## src/rtl/mips_io_bridge_pkg.sv

```systemverilog
// Shared constants for the MIPS data-bus IO bridge: register byte offsets,
// CTRL bit positions and the default IO window base.
package mips_io_bridge_pkg;

   localparam logic [31:0] IOB_IO_BASE_DEFAULT = 32'hFFFF_0000;

   // Register byte offsets inside the 256-byte IO window
   localparam logic [7:0] IOB_CTRL     = 8'h00;
   localparam logic [7:0] IOB_LOAD     = 8'h04;
   localparam logic [7:0] IOB_COUNT    = 8'h08;
   localparam logic [7:0] IOB_STAT     = 8'h0C;
   localparam logic [7:0] IOB_PEND     = 8'h10;
   localparam logic [7:0] IOB_MASK     = 8'h14;
   localparam logic [7:0] IOB_PRESCALE = 8'h18;

   // CTRL register bit indices
   localparam int CTRL_EN     = 0;
   localparam int CTRL_AUTO   = 1;
   localparam int CTRL_IRQEN  = 2;

endpackage

```

## src/rtl/mips_io_bridge_if.sv

```systemverilog
// Core load/store port plus RAM port of the IO bridge.
// Handshake: single-cycle access, no backpressure. An access happens in every
// cycle with memCe=1; stores commit at the rising clk edge ending that cycle,
// loads return rdData combinationally in the same cycle. The RAM side follows
// the same rule (ramCe/ramWr qualify ramAddr/ramWtData, ramRdData same cycle).
interface mips_io_bridge_if;
   logic        memCe;
   logic        memWr;
   logic [31:0] memAddr;
   logic [31:0] wtData;
   logic [31:0] rdData;
   logic        ramCe;
   logic        ramWr;
   logic [31:0] ramAddr;
   logic [31:0] ramWtData;
   logic [31:0] ramRdData;

   // Core + RAM side (drives requests, supplies RAM read data)
   modport master (
      output memCe, memWr, memAddr, wtData, ramRdData,
      input  rdData, ramCe, ramWr, ramAddr, ramWtData
   );

   // Bridge side
   modport slave (
      input  memCe, memWr, memAddr, wtData, ramRdData,
      output rdData, ramCe, ramWr, ramAddr, ramWtData
   );
endinterface

```

## src/rtl/mips_io_bridge_timer.sv

```systemverilog
// iob_timer: programmable down-counter with one-shot / auto-reload modes.
// Optional prescaler compiled in with MIPS_IOB_PRESCALE_EN; without it the
// timer ticks every cycle and PRESCALE reads as zero.
module iob_timer
   import mips_io_bridge_pkg::*;
(
   input  logic        clk,
   input  logic        rst,
   input  logic        wrEn,      // IO store this cycle
   input  logic [5:0]  wrIdx,     // word index of the store
   input  logic [31:0] wrData,
   output logic [2:0]  ctrl,
   output logic [31:0] loadVal,
   output logic [31:0] countVal,
   output logic        expired,
   output logic [15:0] prescale
);

   logic ctrlWr, loadWr, countWr, statWr;
   logic tick, run, zeroHit;

   assign ctrlWr  = wrEn && ({wrIdx, 2'b00} == IOB_CTRL);
   assign loadWr  = wrEn && ({wrIdx, 2'b00} == IOB_LOAD);
   assign countWr = wrEn && ({wrIdx, 2'b00} == IOB_COUNT);
   assign statWr  = wrEn && ({wrIdx, 2'b00} == IOB_STAT);

`ifdef MIPS_IOB_PRESCALE_EN
   logic        preWr;
   logic [15:0] preCnt;

   assign preWr = wrEn && ({wrIdx, 2'b00} == IOB_PRESCALE);
   assign tick  = (preCnt == prescale);

   // Prescale divider: one tick every PRESCALE+1 cycles, restarted by CTRL/PRESCALE writes
   always_ff @(posedge clk or posedge rst) begin
      if (rst) begin
         prescale <= '0;
         preCnt   <= '0;
      end else begin
         if (preWr) prescale <= wrData[15:0];
         if (ctrlWr || preWr || tick) preCnt <= '0;
         else                         preCnt <= preCnt + 16'd1;
      end
   end
`else
   assign tick     = 1'b1;
   assign prescale = '0;
`endif

   // A CTRL write that clears en suppresses this cycle's count step entirely
   assign run     = ctrl[CTRL_EN] && tick && !(ctrlWr && !wrData[CTRL_EN]);
   assign zeroHit = run && (countVal == 32'd0);

   // Counter, control and sticky expiry flag
   always_ff @(posedge clk or posedge rst) begin
      if (rst) begin
         ctrl     <= '0;
         loadVal  <= '0;
         countVal <= '0;
         expired  <= 1'b0;
      end else begin
         if (loadWr) loadVal <= wrData;

         // Software COUNT write outranks decrement and reload
         if (countWr)      countVal <= wrData;
         else if (zeroHit) countVal <= ctrl[CTRL_AUTO] ? loadVal : countVal;
         else if (run)     countVal <= countVal - 32'd1;

         if (ctrlWr)                          ctrl <= wrData[2:0];
         else if (zeroHit && !ctrl[CTRL_AUTO]) ctrl[CTRL_EN] <= 1'b0;

         // New expiry outranks a same-cycle W1C
         if (zeroHit)                   expired <= 1'b1;
         else if (statWr && wrData[0])  expired <= 1'b0;
      end
   end

endmodule

```

## src/rtl/mips_io_bridge.sv

```systemverilog
// mips_io_bridge: routes core loads/stores to data RAM or to the peripheral
// register bank (timer + 6-line interrupt latch). Optional prescaler is
// enabled by defining MIPS_IOB_PRESCALE_EN.
module mips_io_bridge
   import mips_io_bridge_pkg::*;
#(
   parameter logic [31:0] IO_BASE  = IOB_IO_BASE_DEFAULT,
   parameter int          IRQ_SYNC = 2
) (
   input  logic             clk,
   input  logic             rst,
   mips_io_bridge_if.slave  bus,
   input  logic [5:0]       extIrq,
   output logic [5:0]       intr,
   output logic             intimer
);

   logic        ioSel, ioWr;
   logic [5:0]  regIdx;
   logic [2:0]  ctrl;
   logic [31:0] loadVal, countVal;
   logic        expired;
   logic [15:0] prescale;
   logic [5:0]  pend, mask, irqPrev, irqRise, pendClr;
   logic [IRQ_SYNC-1:0][5:0] syncQ;
   logic [31:0] regRd;

   assign ioSel  = (bus.memAddr[31:8] == IO_BASE[31:8]);
   assign ioWr   = bus.memCe && bus.memWr && ioSel;
   assign regIdx = bus.memAddr[7:2];

   assign bus.ramCe     = bus.memCe && !ioSel;
   assign bus.ramWr     = bus.memWr && !ioSel;
   assign bus.ramAddr   = bus.memAddr;
   assign bus.ramWtData = bus.wtData;

   iob_timer uTimer (
      .clk      (clk),
      .rst      (rst),
      .wrEn     (ioWr),
      .wrIdx    (regIdx),
      .wrData   (bus.wtData),
      .ctrl     (ctrl),
      .loadVal  (loadVal),
      .countVal (countVal),
      .expired  (expired),
      .prescale (prescale)
   );

   assign irqRise = syncQ[IRQ_SYNC-1] & ~irqPrev;
   assign pendClr = (ioWr && ({regIdx, 2'b00} == IOB_PEND)) ? bus.wtData[5:0] : 6'd0;

   // IRQ synchroniser, edge latch, mask and registered CP0 outputs
   always_ff @(posedge clk or posedge rst) begin
      if (rst) begin
         syncQ   <= '0;
         irqPrev <= '0;
         pend    <= '0;
         mask    <= '0;
         intr    <= '0;
         intimer <= 1'b0;
      end else begin
         syncQ   <= {syncQ[IRQ_SYNC-2:0], extIrq};
         irqPrev <= syncQ[IRQ_SYNC-1];
         pend    <= (pend & ~pendClr) | irqRise;   // set wins over W1C
         if (ioWr && ({regIdx, 2'b00} == IOB_MASK)) mask <= bus.wtData[5:0];
         intr    <= pend & mask;
         intimer <= expired & ctrl[CTRL_IRQEN];
      end
   end

   // Register-bank read mux; unmapped offsets read zero
   always_comb begin
      regRd = '0;
      case ({regIdx, 2'b00})
         IOB_CTRL:     regRd = {29'd0, ctrl};
         IOB_LOAD:     regRd = loadVal;
         IOB_COUNT:    regRd = countVal;
         IOB_STAT:     regRd = {31'd0, expired};
         IOB_PEND:     regRd = {26'd0, pend};
         IOB_MASK:     regRd = {26'd0, mask};
         IOB_PRESCALE: regRd = {16'd0, prescale};
         default:      regRd = '0;
      endcase
   end

   assign bus.rdData = bus.memCe ? (ioSel ? regRd : bus.ramRdData) : 32'd0;

endmodule

```

## src/flat_wrapper.sv

```systemverilog
// flat-port wrapper written by rule: the top's interface ports become plain ports
module mips_io_bridge_flat import mips_io_bridge_pkg::*;
#(
   parameter logic [31:0] IO_BASE  = IOB_IO_BASE_DEFAULT,
   parameter int          IRQ_SYNC = 2
)
  (clk, rst, extIrq, intr, intimer, bus_memCe, bus_memWr, bus_memAddr, bus_wtData, bus_ramRdData, bus_rdData, bus_ramCe, bus_ramWr, bus_ramAddr, bus_ramWtData);
  mips_io_bridge_if bus_i ();
  input  logic clk;
  input  logic rst;
  input  logic [5:0] extIrq;
  output logic [5:0] intr;
  output logic intimer;
  input wire logic [$bits(bus_i.memCe)-1:0] bus_memCe;
  input wire logic [$bits(bus_i.memWr)-1:0] bus_memWr;
  input wire logic [$bits(bus_i.memAddr)-1:0] bus_memAddr;
  input wire logic [$bits(bus_i.wtData)-1:0] bus_wtData;
  input wire logic [$bits(bus_i.ramRdData)-1:0] bus_ramRdData;
  output wire logic [$bits(bus_i.rdData)-1:0] bus_rdData;
  output wire logic [$bits(bus_i.ramCe)-1:0] bus_ramCe;
  output wire logic [$bits(bus_i.ramWr)-1:0] bus_ramWr;
  output wire logic [$bits(bus_i.ramAddr)-1:0] bus_ramAddr;
  output wire logic [$bits(bus_i.ramWtData)-1:0] bus_ramWtData;
  assign bus_i.memCe = bus_memCe;
  assign bus_i.memWr = bus_memWr;
  assign bus_i.memAddr = bus_memAddr;
  assign bus_i.wtData = bus_wtData;
  assign bus_i.ramRdData = bus_ramRdData;
  assign bus_rdData = bus_i.rdData;
  assign bus_ramCe = bus_i.ramCe;
  assign bus_ramWr = bus_i.ramWr;
  assign bus_ramAddr = bus_i.ramAddr;
  assign bus_ramWtData = bus_i.ramWtData;
  mips_io_bridge #(.IO_BASE(IO_BASE), .IRQ_SYNC(IRQ_SYNC)) u_core (.clk(clk), .rst(rst), .bus(bus_i), .extIrq(extIrq), .intr(intr), .intimer(intimer));
endmodule
```

## config.mk

```make
export PLATFORM = sky130hd
export DESIGN_NAME = mips_io_bridge_flat
export DESIGN_NICKNAME = d
export VERILOG_FILES = /design/src/rtl/mips_io_bridge_pkg.sv /design/src/rtl/mips_io_bridge_if.sv /design/src/rtl/mips_io_bridge_timer.sv /design/src/rtl/mips_io_bridge.sv /design/src/flat_wrapper.sv
export SDC_FILE = /design/constraint.sdc
export NUM_CORES = 1
export LEC_CHECK = 0
export BUFFER_PORTS_ARGS = -buffer_cell sky130_fd_sc_hd__buf_2
export CORE_ASPECT_RATIO = 1.2
export CORE_MARGIN = 5
export CORE_UTILIZATION = 52
export DETAILED_ROUTE_END_ITERATION = 16
export PLACE_DENSITY = 0.81
export REMOVE_ABC_BUFFERS = 1
export SLEW_MARGIN = 10
export SYNTH_ARGS = -nofsm -noshare
export SYNTH_HDL_FRONTEND = slang
export SYNTH_SLANG_ARGS = --single-unit
```

## constraint.sdc

```tcl
create_clock -name clk -period 3.3 [get_ports clk]
set_input_delay 0.165 -clock clk [delete_from_list [all_inputs] [get_ports clk]]
set_output_delay 0.165 -clock clk [all_outputs]
set_load 0.02 [all_outputs]
```

# After elaboration in Yosys (flattened, before gate mapping)
# Index checks and enable logic that the tools add are counted.
# op_classes
addsub	1
eq_ne	7
muxes	12
bitwise_logic	7
reduce_logical	25
# ops
cell	n
32-bit 2-to-1 mux	6
32-bit one-hot mux with 6 select lines	1
32-bit zero test	1
32-bit by 1-bit subtractor with 32-bit output, second input constant	1
24-bit equality test, second input constant	1
6-bit bitwise AND	3
1-bit logical AND	15
6-bit by 2-bit equality test with 1-bit output, second input constant	2
6-bit by 3-bit equality test with 1-bit output, second input constant	2
6-bit NOT	2
6-bit by 1-bit equality test with 1-bit output, second input constant	1
6-bit zero test	1
6-bit 2-to-1 mux	1
6-bit bitwise OR	1
1-bit zero test	4
1-bit 2-to-1 mux	4
2-bit nonzero test	2
3-bit != test, second input constant	1
3-bit nonzero test	1
2-bit AND reduction	1
1-bit bitwise AND	1
# word_totals
register_bits	105
out_inout_bits	105

# Longest topological paths before layout
# Gate-level depths: netlist (run 1).
# depth
word_depth	10
depth_mapped	11

# By module
# A second synthesis (run 1) with hierarchy kept.
# unflattened
hier_cells	683
area_unflattened_um2	6741.5
# modules_own_cells
module	n_inst	cells_each	area_per_inst_um2	seq_area_each_um2
iob_timer	1	405	3997.6	1701.6
mips_io_bridge	1	278	2743.9	925.9

# Least setup slack after synthesis (run 1)
# OpenSTA, ideal clock, no wires.
# synth_timing
path_type	register to register
start	register u_core.uTimer.countVal[0]
end	register u_core.uTimer.countVal[4]
setup_ns	0.137
t_arrival_ns	2.480
required_ns	3.163
setup_slack_ns	0.683
path_stages_with_launch	12
path_buffers	3
period_less_slack_ns	2.617
path_cell_list	dfrtp_1 > inv_1 > ha_1 > nor3b_2 > nand3_1 > or4_1 > buf_2 > and3_4 > buf_6 > buf_8 > a31oi_1 > a21oi_1
# synth_via
elab_chain_len	4
elab_cells_between_ends	9
# synth_lines
element	line	rtl
start, declared	mips_io_bridge_timer.sv:14	output logic [31:0] countVal,
start signal, assigned	mips_io_bridge_timer.sv:65	if (countWr) countVal <= wrData;
start signal, assigned	mips_io_bridge_timer.sv:66	else if (zeroHit) countVal <= ctrl[CTRL_AUTO] ? loadVal : countVal;
start signal, assigned	mips_io_bridge_timer.sv:67	else if (run) countVal <= countVal - 32'd1;
32-bit by 1-bit subtractor with 32-bit output or 32-bit zero test (tied branches)	mips_io_bridge_timer.sv:67, mips_io_bridge_timer.sv:52	
32-bit 2-to-1 mux or 1-bit logical AND (tied branches)	mips_io_bridge_timer.sv:67, mips_io_bridge_timer.sv:52	
32-bit 2-to-1 mux, or another cell as far along	mips_io_bridge_timer.sv:66	
32-bit 2-to-1 mux or 2-bit AND reduction (tied branches)	-	
# Parallel ways exist; a longest one is shown, timed or not. The select of a mux whose other input is x is not followed.
# A chain may end at the register's enable or synchronous reset.

# Worst setup path after layout (run 1)
# layout_timing
start	register u_core.uTimer.countVal[0]
end	register u_core.uTimer.countVal[5]
# The elaborated chain is that of the path after synthesis.

==> results.json, run 1 <==
{
  "reg2regPathDepth": 9,
  "ys_top_cells_by_count": "105 x dfrtp_1, 66 x buf_4, 66 x nand2_1",
  "die_area_sq_mm": 0.0150,
  "cts_made_buffers": 9,
  "worst-path-buf-inv": 2,
  "path_clk_slew_ps": 80,
  "syn_avg_cell_area_sq_um": 9.27,
  "period_share_pct": 89.1,
  "drtIter0Drc": 460,
  "cp_num_cells": 9,
  "worstSetupPathType": "flip-flop to flip-flop",
  "start_util_pct": 52.5,
  "crit_fanout": 11,
  "synth_area_leaders": "dfrtp_1 40%, mux2_2 7.7%, buf_4 7.5%, o21ai_0 3.9%, nand2_1 3.8%",
  "die_h_um": 133,
  "viasPerCell": 5.93,
  "totalWireLength_um": 18600,
  "synth_cell_types": 71,
  "cts_setup_buffers": 0,
  "final_hold_viol_count": 0,
  "synth_flop_cell": "dfrtp_1",
  "ctsHoldBuffers": 6,
  "drive_above_1_share_pct": 37.3,
  "worst_pin_slew_ps": 963,
  "die_w_um": 113,
  "rr_endpoint": "u_core.uTimer.countVal[5]$_DFFE_PP0P_",
  "coreArea_sq_mm": 0.0126,
  "crit_required_ps": 3540,
  "synth_warnings": 0,
  "finClkSkew_ps": 11.8,
  "clock-root-buffer": "clkbuf_16",
  "syn_to_final_growth_pct": 16.7,
  "path_common_cell": "nand3_1",
  "antenna_found_initial": 0,
  "fin_crit_ps": 2940,
  "ff_latch_area_sq_mm": 0.00263,
  "vias": 6062,
  "ys_seq_elements": 105,
  "yosysMostFrequentCell": "dfrtp_1",
  "r2r_setup_slack_ps": 360,
  "io_buffer_count": 206,
  "fmax_mhz": 340,
  "crit_arrival_ps": 3180,
  "cts_buffer_depth": 2,
  "critical_path.max_stage_delay_ps": 740,
  "async_reset_ff_share_pct": 100,
  "setup_viol": 0,
  "groute.usage.overall_pct": 24.3,
  "cts_max_level": 3,
  "finalMaxSlewViolations": 0,
  "netlist.area_leader.share_pct": 39.9,
  "critPathSlowestCell": "or4_1",
  "vdd_drop_max_v": 0.000306,
  "gp_congestion": 0.947,
  "clock_latency_ps": 350,
  "yosys.area.top_type": "dfrtp_1",
  "slew_headroom_pct": 35.8,
  "grt_start_max_net_pins": 82,
  "nFillCells": 1100,
  "reg2reg_from": "u_core.uTimer.countVal[0]$_DFFE_PP0P_",
  "io_pins": 211,
  "n_antenna_cell": 0,
  "crit_path_start_kind": "flip-flop",
  "rows": 45,
  "leakagePower_nw": 3.63,
  "cp_top_family": "simple AND/OR/NAND/NOR gates",
  "cts_resized": 0,
  "cts_tree": "done",
  "ys_seq_area_share_pct": 39.9,
  "syn-cell-area_sq_mm": 0.00659,
  "power_density_mw_per_mm2": 343,
  "outcome": "finished, final reports clean",
  "grt_pass1_vias": 5875,
  "fin_nets": 960,
  "syn_inst": 711,
  "drt-pass1-iter-count": 5,
  "synth_edf_count": 0,
  "grt.overflow.total": 0,
  "dp_hpwl_um": 14000,
  "max_cap_viol_count": 0,
  "multi_input_area_sq_mm": 0.00321,
  "post_drt_wl_per_cell_um": 18.2,
  "cp-end-kind": "flip-flop",
  "grt_pass1_wl_um": 29800,
  "power.total_mw": 2.64,
  "path_cells": "inv_1 -> ha_1 -> nor3b_2 -> nand3_1 -> or4_1 -> nand3_1 -> buf_4 -> o21ai_0 -> o22a_1",
  "holdWs_ps": 36.9,
  "route.detailed.drc": 0,
  "min_path_type": "primary input to asynchronous set/reset pin",
  "numClockSinks": 105,
  "route.antenna.remaining_nets": 0,
  "rsz0062_at_grt": "no"
}
sequential cells by signal, indices dropped and copies added (netlist names), 3 cells and up:
signal	count
u_core.uTimer.loadVal	32
u_core.syncQ	12
u_core.mask	6
u_core.uTimer.ctrl	3
u_core.irqPrev	6
u_core.uTimer.countVal	32
u_core.intr	6
u_core.pend	6
kinds of logic (layout without fill, tap and decap cells):
family	count (synthesis)	count (layout)	synth area share (%)
flops	105	105	39.9
fa+ha+maj	1	1	0.190
simple gates	236	236	19.9
xor+xnor	9	9	1.20
mux	56	56	9.36
buf+inv	125	272	11.4
compound gates	179	179	18.1
worst max-delay path by stage:
stage / startpoint / end / slack (ps)
2_1_floorplan: bus_memAddr[9] / u_core.uTimer.loadVal[0]$_DFFE_PP0P_ / -80
3_5_place_dp: u_core.uTimer.countVal[0]$_DFFE_PP0P_ / u_core.uTimer.countVal[5]$_DFFE_PP0P_ / 440
3_3_place_gp: u_core.uTimer.countVal[0]$_DFFE_PP0P_ / u_core.uTimer.countVal[14]$_DFFE_PP0P_ / 560
5_1_grt: u_core.uTimer.countVal[0]$_DFFE_PP0P_ / u_core.uTimer.countVal[12]$_DFFE_PP0P_ / 180
6_report: u_core.uTimer.countVal[0]$_DFFE_PP0P_ / u_core.uTimer.countVal[5]$_DFFE_PP0P_ / 360
4_1_cts: u_core.uTimer.countVal[0]$_DFFE_PP0P_ / u_core.uTimer.countVal[5]$_DFFE_PP0P_ / 430
cell type report:
cell class,count,area share (%)
multi-input combinational,481,41.8
sequential,105,34.2
timing repair buffer,240,16.9
clock buffer,9,2.93
tap,164,2.67
inverter,16,0.814
clock inverter,7,0.683
power by group:
part | internal, mW | leakage (nW) | switching, mW
Clock | 0.521 | 0.137 | 0.510
Sequential | 1.30 | 1.32 | 0.00424
Combinational | 0.108 | 2.17 | 0.196
Total | 1.93 | 3.63 | 0.710
cells in the final DEF, fill, tap and decap left out, types with 5 or more instances in the layout:
cell,instances
buf_2,206
dfrtp_1,105
nand2_1,66
o21ai_0,52
nor2_1,47
mux2_2,45
a21oi_1,35
buf_4,28
a22oi_1,27
nor3_1,19
inv_1,15
nor4_1,14
nand4_1,12
mux2i_1,11
nand3_1,10
a22o_1,9
and2_1,9
clkbuf_16,9
or4_1,8
xnor2_1,7
or3_1,7
a31oi_1,6
dlygate4sd3_1,6
a211o_1,5
a221oi_1,5
metrics by stage:
stage | std cells | cell area, sq um | setup WS [ps] | setup TNS [ps] | util (%)
after CTS | 1022 | 7690 | 428 | 0 | 61.2
after floorplan | 602 | 5900 | -83.8 | -2510 | -
after detailed placement | 1000 | 7350 | 440 | 0 | 58.5
final | 1022 | 7690 | 361 | 0 | 61.2
after global placement | 1000 | 7350 | 555 | 0 | 58.5
after global routing | 1022 | 7690 | 177 | 0 | 61.2
per-layer routing:
metal  wire length, um  GRT usage [%]
met4               514           10.0
met3              1180           3.82
met1              7710           31.6
met5                 0              0
met2              9230           40.2
Note: power is estimated with default switching activity, not from simulation.
==> run 2, diff against run 1 <==
--- a/config.mk
+++ b/config.mk
@@ -6,11 +6,13 @@
 export NUM_CORES = 1
 export LEC_CHECK = 0
 export BUFFER_PORTS_ARGS = -buffer_cell sky130_fd_sc_hd__buf_2
+export CELL_PAD_IN_SITES_DETAIL_PLACEMENT = 0
+export CELL_PAD_IN_SITES_GLOBAL_PLACEMENT = 1
 export CORE_ASPECT_RATIO = 1.2
 export CORE_MARGIN = 5
-export CORE_UTILIZATION = 52
+export CORE_UTILIZATION = 35
 export DETAILED_ROUTE_END_ITERATION = 16
-export PLACE_DENSITY = 0.81
+export PLACE_DENSITY_LB_ADDON = 0.1
 export REMOVE_ABC_BUFFERS = 1
 export SLEW_MARGIN = 10
 export SYNTH_ARGS = -nofsm -noshare
==> constraint.sdc (replaced) <==
create_clock -name clk -period 2.6 [get_ports clk]
set_input_delay 0.13 -clock clk [delete_from_list [all_inputs] [get_ports clk]]
set_output_delay 0.13 -clock clk [all_outputs]
set_load 0.02 [all_outputs]
==> results.json, run 2 (synthesized netlist as in run 1, its figures left out) <==
{
  "fin_nets": 1013,
  "period_share_pct": 95.8,
  "cts_buffer_depth": 2,
  "min_path_type": "primary input to flip-flop",
  "finalMaxSlewViolations": 0,
  "gp_congestion": 0.901,
  "rows": 55,
  "pwr-share-comb_pct": 11.6,
  "die_w_um": 135,
  "grt_pass1_vias": 6570,
  "syn_to_final_growth_pct": 26.7,
  "nFillCells": 1921,
  "power_switching_mw": 0.924,
  "fin_crit_ps": 2490,
  "multi_input_area_sq_mm": 0.00327,
  "vdd_drop_max_v": 0.000291,
  "cp-end-kind": "flip-flop",
  "clock_latency_ps": 350,
  "cts_max_level": 3,
  "critical_path.max_stage_delay_ps": 580,
  "whs_path_depth": 3,
  "final_hold_viol_count": 0,
  "groute.usage.overall_pct": 21.3,
  "leakagePower_nw": 3.93,
  "setup_viol": 0,
  "path_common_cell": "or3_1",
  "outcome": "finished, final reports clean",
  "viasPerCell": 5.35,
  "n_antenna_cell": 0,
  "io_pins": 211,
  "path_clk_slew_ps": 80,
  "crit_required_ps": 2880,
  "grt_pass1_wl_um": 36600,
  "top_usage_layer": "met2",
  "grtUsageMet1_pct": 26.9,
  "drt-pass1-iter-count": 7,
  "coreArea_sq_mm": 0.0187,
  "layout_common_cells": "206 x buf_2, 104 x dfrtp_1, 72 x buf_4",
  "cts_made_buffers": 9,
  "reg2regPathDepth": 6,
  "totalWireLength_um": 23200,
  "path_cells": "or4_4 -> or3_1 -> or3_4 -> o22a_1 -> or3_1 -> a31oi_1",
  "max_cap_viol_count": 0,
  "power_switching_share_pct": 26.6,
  "grt_start_max_net_pins": 47,
  "crit_arrival_ps": 2770,
  "slew_headroom_pct": 55.7,
  "cts_tree": "done",
  "grt.overflow.total": 0,
  "fin_ws_ps": 108,
  "power_frac_seq_pct": 47.6,
  "grt_use_met2_pct": 37.2,
  "grtUsageMet3_pct": 2.54,
  "final_common_cell": "buf_2",
  "drive_above_1_share_pct": 41.6,
  "holdWs_ps": 19.9,
  "top_regs": "u_core.uTimer.countVal x32, u_core.uTimer.loadVal x32, u_core.syncQ x12",
  "route.antenna.remaining_nets": 0,
  "clockPowerShare_pct": 40.8,
  "io_buffer_count": 206,
  "post_drt_wl_per_cell_um": 19.9,
  "crit_fanout": 4,
  "die_h_um": 160,
  "internal_power_mw": 2.54,
  "fmax_mhz": 401,
  "start_util_pct": 35.2,
  "die_area_sq_mm": 0.0217,
  "worst_pin_slew_ps": 665,
  "rsz0062_at_grt": "yes",
  "vias": 6244,
  "antenna_found_initial": 0,
  "drtIter0Drc": 382,
  "worstSetupPathType": "flip-flop to flip-flop",
  "pre_cts_ws_ps": 10.9,
  "numClockSinks": 105,
  "dp_hpwl_um": 17200,
  "ff_latch_area_sq_mm": 0.00263,
  "power_density_mw_per_mm2": 415,
  "power.total_mw": 3.47,
  "clock-root-buffer": "clkbuf_16",
  "crit_path_start_kind": "flip-flop",
  "finClkSkew_ps": 9.23,
  "critPathSlowestCell": "or4_4",
  "route.detailed.drc": 0
}
-- run 2: changes by cell type in the layout (fill, tap and decap cells not counted), sizes merged --
cell,previous run,this run
and3,4,5
dlygate4sd3,6,7
buf,234,285
inv,20,18
bufinv,0,1
clkbuf,9,10
-- run 2: power groups by stage --
stage / Sequential [mW] / Combinational [mW] / Clock (mW)
detailed placement: 1.68 / 0.401 / 0
global placement: 1.68 / 0.396 / 0
finish: 1.65 / 0.402 / 1.42
CTS: 1.65 / 0.410 / 1.44
global route: 1.65 / 0.440 / 1.50
floorplan: 1.68 / 0.107 / 0
-- run 2: cell type report --
| cell class | instances | area share (%) |
|---|---|---|
| clock inverter | 6 | 0.779 |
| timing repair buffer | 292 | 21.2 |
| sequential | 105 | 31.5 |
| tap | 256 | 3.84 |
| clock buffer | 10 | 2.74 |
| inverter | 16 | 0.749 |
| multi-input combinational | 482 | 39.2 |
-- run 2: worst paths after layout --
path	startpoint	endpoint	slack, ps
setup reg to reg	u_core.uTimer.countVal[15]$_DFFE_PP0P_	u_core.uTimer.countVal[23]$_DFFE_PP0P_	110
max in group asynchronous	rst	u_core.uTimer.countVal[23]$_DFFE_PP0P_	1470
hold reg to reg	u_core.syncQ[0]$_DFF_PP0_	u_core.syncQ[6]$_DFF_PP0_	360
setup / recovery	u_core.uTimer.countVal[15]$_DFFE_PP0P_	u_core.uTimer.countVal[23]$_DFFE_PP0P_	110
min in group asynchronous	rst	u_core.irqPrev[0]$_DFF_PP0_	420
hold / removal	bus_wtData[9]	u_core.uTimer.countVal[9]$_DFFE_PP0P_	20
-- run 2: worst max-delay path: cells and delay by family, from the launching register on --
family             cells  cell delay (ps)
and+or+nand+nor        4             1660
DFF                    1              410
AOI/OAI and AO/OA      2              350
-- run 2: metrics by stage --
step	TNS (ps)	instances	area (sq um)	utilization, %
5_1_grt	-42.6	1167	8350	44.6
2_1_floorplan	-64750	602	5900	-
3_3_place_gp	0	1142	7920	42.3
3_5_place_dp	0	1142	7920	42.3
6_report	0	1167	8350	44.6
4_1_cts	0	1166	8290	44.3
-- run 2: layer usage --
metal	share of wire [%]	routed length (um)
met1	42	9830
met4	2.5	588
met5	0	0
met3	3.9	907
met2	51	11900
-- run 2: timing repair --
item                                   4_1_cts  5_1_grt
pin swaps                                    0        3
resized for setup                            0       12
setup endpoints to repair                    1       32
endpoints found under the hold margin       50        0
buffers inserted                             0        1
hold buffers                                 7        0
gates cloned                                 1        0
==> run 3, diff against run 2 <==
==> constraint.sdc (replaced) <==
create_clock -name clk -period 2.2 [get_ports clk]
set_input_delay 0.11 -clock clk [delete_from_list [all_inputs] [get_ports clk]]
set_output_delay 0.11 -clock clk [all_outputs]
set_load 0.02 [all_outputs]
==> results.json, run 3 (synthesized netlist as in run 1, its figures left out) <==
{
  "outcome": "finished, violations left",
  "violations": "negative setup slack",
  "clock-root-buffer": "clkbuf_16",
  "nFillCells": 1813,
  "drive_above_1_share_pct": 50.6,
  "drt-pass1-iter-count": 5,
  "fin_cells": 1246,
  "max_cap_viol_count": 0,
  "finalMaxSlewViolations": 0,
  "post_drt_wl_per_cell_um": 19.7,
  "fin_nets": 1092,
  "finClkSkew_ps": 10.7,
  "slew_headroom_pct": 58.4,
  "die_w_um": 135,
  "r2r_setup_slack_ps": -210,
  "dp_hpwl_um": 17700,
  "wirelength_met1_um": 10400,
  "whs_path_depth": 2,
  "gp_congestion": 0.901,
  "cts_made_buffers": 9,
  "grt_start_max_net_pins": 106,
  "grt.overflow.total": 0,
  "ff_latch_area_sq_mm": 0.00263,
  "groute.usage.overall_pct": 21.6,
  "start_util_pct": 35.2,
  "min_from": "bus_wtData[25]",
  "final_common_cell": "buf_2",
  "multi_input_area_sq_mm": 0.00362,
  "route.detailed.drc": 0,
  "crit_required_ps": 2480,
  "crit_fanout": 3,
  "cts_buffer_depth": 2,
  "crit_path_start_kind": "flip-flop",
  "path_clk_slew_ps": 80,
  "worstHoldEndpoint": "u_core.uTimer.loadVal[25]$_DFFE_PP0P_",
  "coreArea_sq_mm": 0.0187,
  "route.antenna.remaining_nets": 0,
  "top_regs": "u_core.uTimer.countVal x32, u_core.uTimer.loadVal x32, u_core.syncQ x12",
  "grt_pass1_wl_um": 37600,
  "drtIter0Drc": 251,
  "cts_max_level": 3,
  "cp-end-kind": "flip-flop",
  "reg2reg_from": "u_core.uTimer.countVal[15]$_DFFE_PP0P_",
  "n_antenna_cell": 0,
  "dp.cells": 1200,
  "final_hold_viol_count": 0,
  "io_buffer_count": 206,
  "leakagePower_nw": 4.46,
  "grt_pass1_vias": 6785,
  "rsz0062_at_grt": "yes",
  "min_path_type": "primary input to flip-flop",
  "syn_to_final_growth_pct": 44.6,
  "fmax_mhz": 415,
  "vdd_drop_max_v": 0.000432,
  "fin_crit_ps": 2410,
  "antenna_found_initial": 0,
  "setup_viol": 32,
  "clock_latency_ps": 360,
  "fin_ws_ps": -212,
  "final_util_pct": 50.9,
  "met2WireLength_um": 12700,
  "met3RoutedLength_um": 916,
  "period_share_pct": 110,
  "numClockSinks": 105,
  "die_h_um": 160,
  "worst_pin_slew_ps": 624,
  "rows": 55,
  "worstSetupPathType": "flip-flop to flip-flop",
  "reg2regPathDepth": 6,
  "layout_common_cells": "190 x buf_2, 132 x buf_4, 105 x dfrtp_1",
  "top_layer": "met4",
  "totalWireLength_um": 24500,
  "rr_endpoint": "u_core.uTimer.countVal[23]$_DFFE_PP0P_",
  "viasPerCell": 5.26,
  "vias": 6556,
  "crit_arrival_ps": 2690,
  "power_density_mw_per_mm2": 439,
  "io_pins": 211,
  "cts_tree": "done",
  "die_area_sq_mm": 0.0217
}
==> run 3: final cells by class <==
| type | count | share of cell area [%] |
|---|---|---|
| well taps | 256 | 3.36 |
| clock buffers | 9 | 2.36 |
| inverters | 16 | 0.656 |
| flip-flops and latches | 105 | 27.6 |
| repair buffers | 371 | 27.3 |
| clock inverters | 7 | 0.814 |
| multi-input cells | 482 | 38.0 |
==> run 3: power breakdown <==
group	switching, mW	internal, mW	leakage (nW)
logic	0.313	0.209	3.00
registers	0.00632	1.95	1.32
clock network	0.817	0.895	0.140
total	1.14	3.05	4.46
==> run 3: metrics by stage <==
stage / total power [mW] / cell area (sq um) / TNS (ps) / hold slack, ps / worst slack, ps
6_report: 4.19 / 9530 / -4190 / 10.5 / -212
4_1_cts: 4.22 / 9100 / -4110 / 2.73 / -192
5_1_grt: 4.35 / 9530 / -7090 / 13.4 / -346
3_3_place_gp: 2.47 / 8400 / -14530 / 220 / -291
2_1_floorplan: 2.12 / 5900 / -140760 / 141 / -1130
3_5_place_dp: 2.48 / 8400 / -13490 / 220 / -297
==> run 3: repair_timing <==
action / CTS / global route
endpoints found under the setup margin: 47 / 57
endpoints found under the hold margin: 119 / 0
buffers inserted: 5 / 7
resized for setup: 41 / 112
pin swaps: 19 / 35
gates cloned: 1 / 4
hold buffers: 15 / 0
==> run 3: worst max-delay path, stage by stage (launching register included) <==
cell and delay, ps:
dfrtp_1 410, or4_4 550, or3_4 380, or3_4 360, o22a_1 170, or3_1 300
a31oi_1 160
==> run 3: worst max-delay path by stage <==
stage                                           start                                endpoint  slack (ps)  depth (start not counted)
6_report       u_core.uTimer.countVal[15]$_DFFE_PP0P_  u_core.uTimer.countVal[23]$_DFFE_PP0P_        -210                          6
5_1_grt        u_core.uTimer.countVal[23]$_DFFE_PP0P_  u_core.uTimer.countVal[12]$_DFFE_PP0P_        -350                          8
4_1_cts        u_core.uTimer.countVal[15]$_DFFE_PP0P_  u_core.uTimer.countVal[23]$_DFFE_PP0P_        -190                          6
3_5_place_dp    u_core.uTimer.countVal[0]$_DFFE_PP0P_   u_core.uTimer.countVal[6]$_DFFE_PP0P_        -300                          9
3_3_place_gp    u_core.uTimer.countVal[0]$_DFFE_PP0P_  u_core.uTimer.countVal[16]$_DFFE_PP0P_        -290                          9
2_1_floorplan                          bus_memAddr[9]    u_core.uTimer.loadVal[0]$_DFFE_PP0P_       -1130                          5
==> run 3: metal layers <==
layer  track usage [%]  vias to the layer above
met5                 0                        -
met4              5.91                        0
met3              2.16                       30
met2              38.2                      181
met1              28.2                     3242
li1                  -                     3103
